===== src/rtl/debounce_pkg.sv =====
// Shared state encoding and defaults for the switch debouncer.
// Same two-bit encoding style as the edge-detector state constants.
package debounce_pkg;

  typedef enum logic [1:0] {
    ZERO  = 2'b00,
    WAIT1 = 2'b01,
    ONE   = 2'b10,
    WAIT0 = 2'b11
  } db_state_t;

  localparam int DEFAULT_DEBOUNCE_CYCLES = 2000000;
  localparam int DEFAULT_CNT_WIDTH       = 21;

  // Bit 1 of the encoding is the debounced level, so the output is a plain flop bit.
  function automatic logic level_of(input db_state_t s);
    return s[1];
  endfunction

endpackage


===== src/rtl/switch_debouncer_sync_2ff.sv =====
// Two-flop synchronizer for an asynchronous single-bit input.
// Both stages clear on the asynchronous active-high reset.
module sync_2ff (
  input  logic clk,
  input  logic reset,
  input  logic d,
  output logic q
);

  logic meta_reg;
  logic sync_reg;

  always_ff @(posedge clk or posedge reset) begin
    if (reset) begin
      meta_reg <= 1'b0;
      sync_reg <= 1'b0;
    end else begin
      meta_reg <= d;
      sync_reg <= meta_reg;
    end
  end

  assign q = sync_reg;

endmodule


===== src/rtl/switch_debouncer.sv =====
// Switch debouncer: Moore FSM with a stability down-counter feeding a clean level downstream.
// Define DEBOUNCE_SYNC_EN to insert a two-flop synchronizer on sw (adds two edges of latency).
module switch_debouncer
  import debounce_pkg::*;
#(
  parameter int DEBOUNCE_CYCLES = DEFAULT_DEBOUNCE_CYCLES,
  parameter int CNT_WIDTH       = DEFAULT_CNT_WIDTH
) (
  input  logic clk,
  input  logic reset,
  input  logic sw,
  output logic db_level
);

  localparam logic [CNT_WIDTH-1:0] RELOAD = CNT_WIDTH'(DEBOUNCE_CYCLES - 1);

  logic                 sw_s;
  db_state_t            state_reg, state_next;
  logic [CNT_WIDTH-1:0] cnt_reg, cnt_next;

`ifdef DEBOUNCE_SYNC_EN
  sync_2ff u_sync (
    .clk   (clk),
    .reset (reset),
    .d     (sw),
    .q     (sw_s)
  );
`else
  assign sw_s = sw;
`endif

  // A wait aborts on any opposite sample; re-entry always reloads the full window.
  always_comb begin
    state_next = state_reg;
    cnt_next   = cnt_reg;
    case (state_reg)
      ZERO: begin
        if (sw_s) begin
          state_next = WAIT1;
          cnt_next   = RELOAD;
        end
      end
      WAIT1: begin
        if (!sw_s)
          state_next = ZERO;
        else if (cnt_reg == '0)
          state_next = ONE;
        else
          cnt_next = cnt_reg - CNT_WIDTH'(1);
      end
      ONE: begin
        if (!sw_s) begin
          state_next = WAIT0;
          cnt_next   = RELOAD;
        end
      end
      WAIT0: begin
        if (sw_s)
          state_next = ONE;
        else if (cnt_reg == '0)
          state_next = ZERO;
        else
          cnt_next = cnt_reg - CNT_WIDTH'(1);
      end
      default: state_next = ZERO;
    endcase
  end

  always_ff @(posedge clk or posedge reset) begin
    if (reset) begin
      state_reg <= ZERO;
      cnt_reg   <= '0;
    end else begin
      state_reg <= state_next;
      cnt_reg   <= cnt_next;
    end
  end

  assign db_level = level_of(state_reg);

endmodule


===== config.mk =====
export PLATFORM = sky130hd
export DESIGN_NAME = switch_debouncer
export DESIGN_NICKNAME = d
export VERILOG_FILES = /design/src/rtl/debounce_pkg.sv /design/src/rtl/switch_debouncer_sync_2ff.sv /design/src/rtl/switch_debouncer.sv
export SDC_FILE = /design/constraint.sdc
export NUM_CORES = 1
export LEC_CHECK = 0
export ABC_AREA = 1
export BUFFER_PORTS_ARGS = -buffer_cell sky130_fd_sc_hd__buf_2
export CAP_MARGIN = 10
export CORE_MARGIN = 2
export CORE_UTILIZATION = 51
export CTS_CLUSTER_SIZE = 25
export DETAILED_ROUTE_END_ITERATION = 7
export PLACE_DENSITY = 0.76
export SETUP_SLACK_MARGIN = 0.2
export SLEW_MARGIN = 20
export SYNTH_ARGS = -nofsm -noshare
export SYNTH_HDL_FRONTEND = slang
export SYNTH_SLANG_ARGS = --single-unit
export TNS_END_PERCENT = 1

===== constraint.sdc =====
create_clock -name clk -period 1.6 [get_ports clk]
set_input_delay 0.4 -clock clk [delete_from_list [all_inputs] [get_ports clk]]
set_output_delay 0.4 -clock clk [all_outputs]
set_load 0.03 [all_outputs]

# Word level (Yosys, flattened, before mapping)
# Cells that the tools add are included.
# classes
reduce_logical	4
n_eq_ne	9
addsub	1
muxes	13
# op_table
operator	n
$mux 21	5
$pmux 21 s4	1
$logic_not 21->1	1
$sub 21x1->21 const B	1
$mux 2	6
$ne 2x2->1 const B	4
$pmux 2 s4	1
$reduce_and 4->1	2
$ne 3x3->1 const B	2
$eq 2x2->1 const B	2
$eq 2x1->1 const B	1
$logic_not 2->1	1
# totals
output_inout_bits	1
inputBits	3
reg_bits	23
word_cells	29

# Logic depth before layout (Yosys ltp)
# depth
depth_word	4
ltp_mapped	10
depth_no_buf	10

# Worst setup path after synthesis
# Ideal clock, no wire load.
# synth_timing
kind	register -> register
startpoint	register with a tool-made name
endpoint	register cnt_reg[12]
stages_incl_launch_ff	6
slack_ns	0.176
required_ns	1.478
period_less_slack_ns	1.424
t_arrival_ns	1.302
path_cell_list	dfrtp_1 -> xnor2_1 -> or2_2 -> buf_2 -> nand3_1 -> o21ai_1
# synth_lines
element	line_no	rtl
end signal: assignment	switch_debouncer.sv:75	cnt_reg <= cnt_next;
end: declaration	switch_debouncer.sv:19	logic [CNT_WIDTH-1:0] cnt_reg, cnt_next;

# Worst setup path after layout
# layout_timing
startpoint	register cnt_reg[8]
endpoint	register cnt_reg[15]
# layout_between
elab_chain_cells	4
# layout_lines
element	line_no	rtl
$sub 21x1->21 or $logic_not 21->1 (tied branches)	-	
$mux 21 (*)	switch_debouncer.sv:46, switch_debouncer.sv:60	
$mux 21, on equally long branches	switch_debouncer.sv:58, switch_debouncer.sv:44	
$pmux 21 s4 (*)	switch_debouncer.sv:36	case (state_reg)
# Mark *: on every way between the ends. The rest lies on a longest branch, timed or not. The select of a mux whose other input is x is not followed.
# A chain may end at the register's enable or synchronous reset.

==> metrics.log <==
INFO  metric status = finished, final reports clean
INFO  metric ff2ff_setup_slack = between 0.06 and 0.07 ns
INFO  metric setup.worst_path.end_class = register
INFO  metric critical_path_buf_inv_count = 2
INFO  metric die_h = 59.8 um
INFO  metric drcViolationCount = 0
INFO  metric synth.yosys.seq_area_share = 0.362
INFO  metric clk_pin_slew = ~0.14 ns
INFO  metric floorplan.rows = 20
INFO  metric die_area = 0.00358 mm2
INFO  metric grt_setup_unrepaired = true
INFO  metric worst_ep_arrival_time = about 1.8 ns
INFO  metric synth_top_family_by_area = simple AND/OR/NAND/NOR gates
INFO  metric synth.ff_latch_count = 23
INFO  metric antenna_cells = 0
INFO  metric timing.final.hold_violations = 0
INFO  metric yosys.area.top_type_share = 0.362
INFO  metric first_pass_iteration_count_of_the_detailed_router = 4
INFO  metric worstHoldPathType = in -> async
INFO  metric synthesis.yosys.warnings = 0
INFO  metric cts_inserted_buffers = 3
INFO  metric synthTopCellsByArea = sky130_fd_sc_hd__dfrtp_1 36%, sky130_fd_sc_hd__nand2_1 16%, sky130_fd_sc_hd__nand3_1 9.1%, sky130_fd_sc_hd__inv_1 5.7%, sky130_fd_sc_hd__nor2_1 5.7%
INFO  metric start_util = 0.529
INFO  metric final_max_slew_viol_count = 0
INFO  metric synth-edff-count = 0
INFO  metric post_synth_instance_area = 0.00159 mm2
INFO  metric fraction_of_layout_cells_with_a_size_suffix_above_1 = 0.415
INFO  metric max_clock_freq = ~0.65 GHz
INFO  metric rr_startpoint = cnt_reg[8]
INFO  metric capture_instance_of_the_worst_register_to_register_path = cnt_reg[15]
INFO  metric layout_common_cells = 54 x sky130_fd_sc_hd__nand2_1, 29 x sky130_fd_sc_hd__buf_4, 26 x sky130_fd_sc_hd__nand3_1
INFO  metric io_pins = 4
INFO  metric final.period_utilization = 0.959
INFO  metric yosys.area_share.simple = 0.430
INFO  metric grt_pass1_vias = roughly 1500
INFO  metric grt-ovfl-total = 0
INFO  metric cpLargestDelayFamily = simple AND/OR/NAND/NOR gates
INFO  metric async_set_or_reset_register_ratio_after_synthesis = 1.00
INFO  metric finalCriticalPeriod = 1.53 ns
INFO  metric yosysUniqueCellTypes = 24
INFO  metric tritoncts_clock_tree = yes
INFO  metric clock_sink_count = 23
INFO  metric maximum_ir_drop_on_the_vdd_rail = ~0.68 mV
INFO  metric cts_max_level = 1
INFO  metric finalWeightedCongestion = approximately 0.90
INFO  metric drt-wirelength-per-cell = between 15 and 20 um
INFO  metric timing.max_slew.rel_slack = 0.800
INFO  metric path_type_of_the_worst_setup_path = reg -> reg
INFO  metric synth_xor_xnor_area_share = 0.0441
INFO  metric dp.final_hpwl = ~2500 um
INFO  metric critPathMaxStageDelay = between 0.4 and 0.5 ns
INFO  metric number_of_antenna_violations_at_the_first_check_in_global_routing = 0
INFO  metric antenna_left = 0
INFO  metric power_per_cell_area = 1160 mW/mm2
INFO  metric route.vias.total = ~1600
INFO  metric groute.layer.met2.usage = 0.463
INFO  metric cellLeakagePower = approximately 1.0 nW
INFO  metric port_buffer_count = 3
INFO  metric postSynthCellCount = between 200 and 250
INFO  metric layout-area-overhead-vs-synth = 33.1%
INFO  metric groute.layer.met1.usage = 0.310
INFO  metric track_usage = 0.259
INFO  metric totalWireLength = 4660 um
INFO  metric syn_area_per_cell = between 7 and 8 um2
INFO  metric placed_area = between 0.0015 and 0.002 mm2
INFO  metric report.final.setup_viol = 0
INFO  metric timing.critical_path.from_type = register
INFO  metric buffer_depth_of_the_longest_clock_path = 2
INFO  metric required = roughly 1.8 ns
INFO  metric largest_register_ff_count = 21
INFO  metric hold-worst-slack = just over 0.08 ns
INFO  metric postLayoutCellArea = 0.00211 mm2
INFO  metric met3_usage = 0.0303
INFO  metric via_per_inst = approximately 5.5
INFO  metric synth_adder_area_share = 0.0157
INFO  metric r2r_cells = 9
INFO  metric setup_skew = ~0.0022 ns
INFO  metric synthesis.nets = approximately 230
INFO  metric postSynth.topFlopCell = sky130_fd_sc_hd__dfrtp_1
INFO  metric cap_violations = 0
INFO  metric grt_first_pass_wirelength = between 6000 and 7000 um
INFO  metric detail_route.iter0.violations = 92
INFO  metric synth_compound_area_frac = 0.0622
INFO  metric cp_max_fo = 6
INFO  metric die_x = ~60 um
INFO  metric fin_tns_setup = 0 ns
INFO  metric post_synth_mux_area_share = 0
INFO  metric grt_max_degree = 24
INFO  metric finalNetCount = 266
INFO  metric ctsHoldBuffers = 0
INFO  metric worst_slew_pin_slew = around 0.3 ns
INFO  metric cp_cell_sequence = inv_1 -> nand2_2 -> nor2_4 -> nand3_2 -> nand2_4 -> buf_12 -> nand2_4 -> nand2_2 -> o21ai_2
INFO  metric gr-max-usage-layer = met2
INFO  metric clock_insertion_delay_worst_skew = 0.32 ns
INFO  metric core_area = 0.00300 mm2
INFO  metric cts_root_buffer = sky130_fd_sc_hd__clkbuf_4
INFO  metric crit_path_top_delay_cell = sky130_fd_sc_hd__dfrtp_2
INFO  metric most_frequent_standard_cell_in_the_layout_excluding_fill_and_tap_cells = sky130_fd_sc_hd__nand2_1
INFO  metric dominant_cell_type_by_area_after_synthesis = sky130_fd_sc_hd__dfrtp_1
## per-stage QoR
step | worst slack, ns | std cells | util | total power (W)
2_1_floorplan | 0.193 | 222 | - | 0.00146
3_3_place_gp | 0.0368 | 263 | 0.559 | 0.00166
3_5_place_dp | 0.0345 | 263 | 0.559 | 0.00168
4_1_cts | 0.117 | 286 | 0.660 | 0.00223
5_1_grt | 0.0240 | 293 | 0.704 | 0.00260
6_report | 0.0662 | 293 | 0.704 | 0.00244
## repair_timing
| item | in CTS | in global routing |
|---|---|---|
| gates resized for setup | 21 | 30 |
| endpoints found under the setup margin | 22 | 23 |
| gates cloned | 3 | 1 |
| buffers inserted | 16 | 6 |
| pin swaps | 9 | 10 |
## how the worst max path moves through the flow
stage	startpoint	endpoint	slack [ns]	depth (start not counted)
4_1_cts	cnt_reg[1]	cnt_reg[12]	0.12	10
3_3_place_gp	cnt_reg[12]	cnt_reg[2]	0.04	8
2_1_floorplan	cnt_reg[1]	cnt_reg[1]	0.19	10
6_report	cnt_reg[8]	cnt_reg[15]	0.07	9
3_5_place_dp	cnt_reg[1]	cnt_reg[4]	0.03	9
5_1_grt	cnt_reg[17]	cnt_reg[4]	0.02	9
## worst reg2reg max path: cells and delay by family (launching register included)
kind | cells | cell delay [ns]
AOI/OAI and AO/OA | 1 | 0.05
buffers and inverters | 2 | 0.26
DFF | 1 | 0.48
and+or+nand+nor | 6 | 0.64
## cell type report
type	instances	area, um2
Inverter	25	93.8
Clock buffer	4	26.3
Timing Repair Buffer	36	315
Sequential cell	23	582
Fill cell	200	888
Multi-Input combinational cell	172	1060
Tap cell	33	41.3
## routing by layer
layer	part of all wire	up-vias
li1	-	778
met1	0.39	748
met2	0.51	65
met3	0.056	22
met4	0.043	0
met5	0	-
## synth_stat cells, types with 5 or more instances
library cell	count
sky130_fd_sc_hd__nand2_1	67
sky130_fd_sc_hd__nand3_1	29
sky130_fd_sc_hd__inv_1	24
sky130_fd_sc_hd__nor2_1	24
sky130_fd_sc_hd__dfrtp_1	23
sky130_fd_sc_hd__o21ai_2	9
sky130_fd_sc_hd__nor2_2	7
sky130_fd_sc_hd__nand4_1	5
sky130_fd_sc_hd__xor2_1	5
## cells by family (layout without fill, tap and decap cells)
family	Yosys count	after routing
DFF	23	23
adders and majority gates	2	2
xor gates and xnor gates	8	8
and+or+nand+nor	146	149
AOI/OAI and AO/OA	13	13
buffers and inverters	30	65
## power by group
part	internal [W]	total [W]	switching, W
clock	0.0000978	0.000293	0.000195
combinational	0.000555	0.00130	0.000749
sequential	0.000704	0.000846	0.000142
No activity file was read; power rests on OpenSTA's default activity.
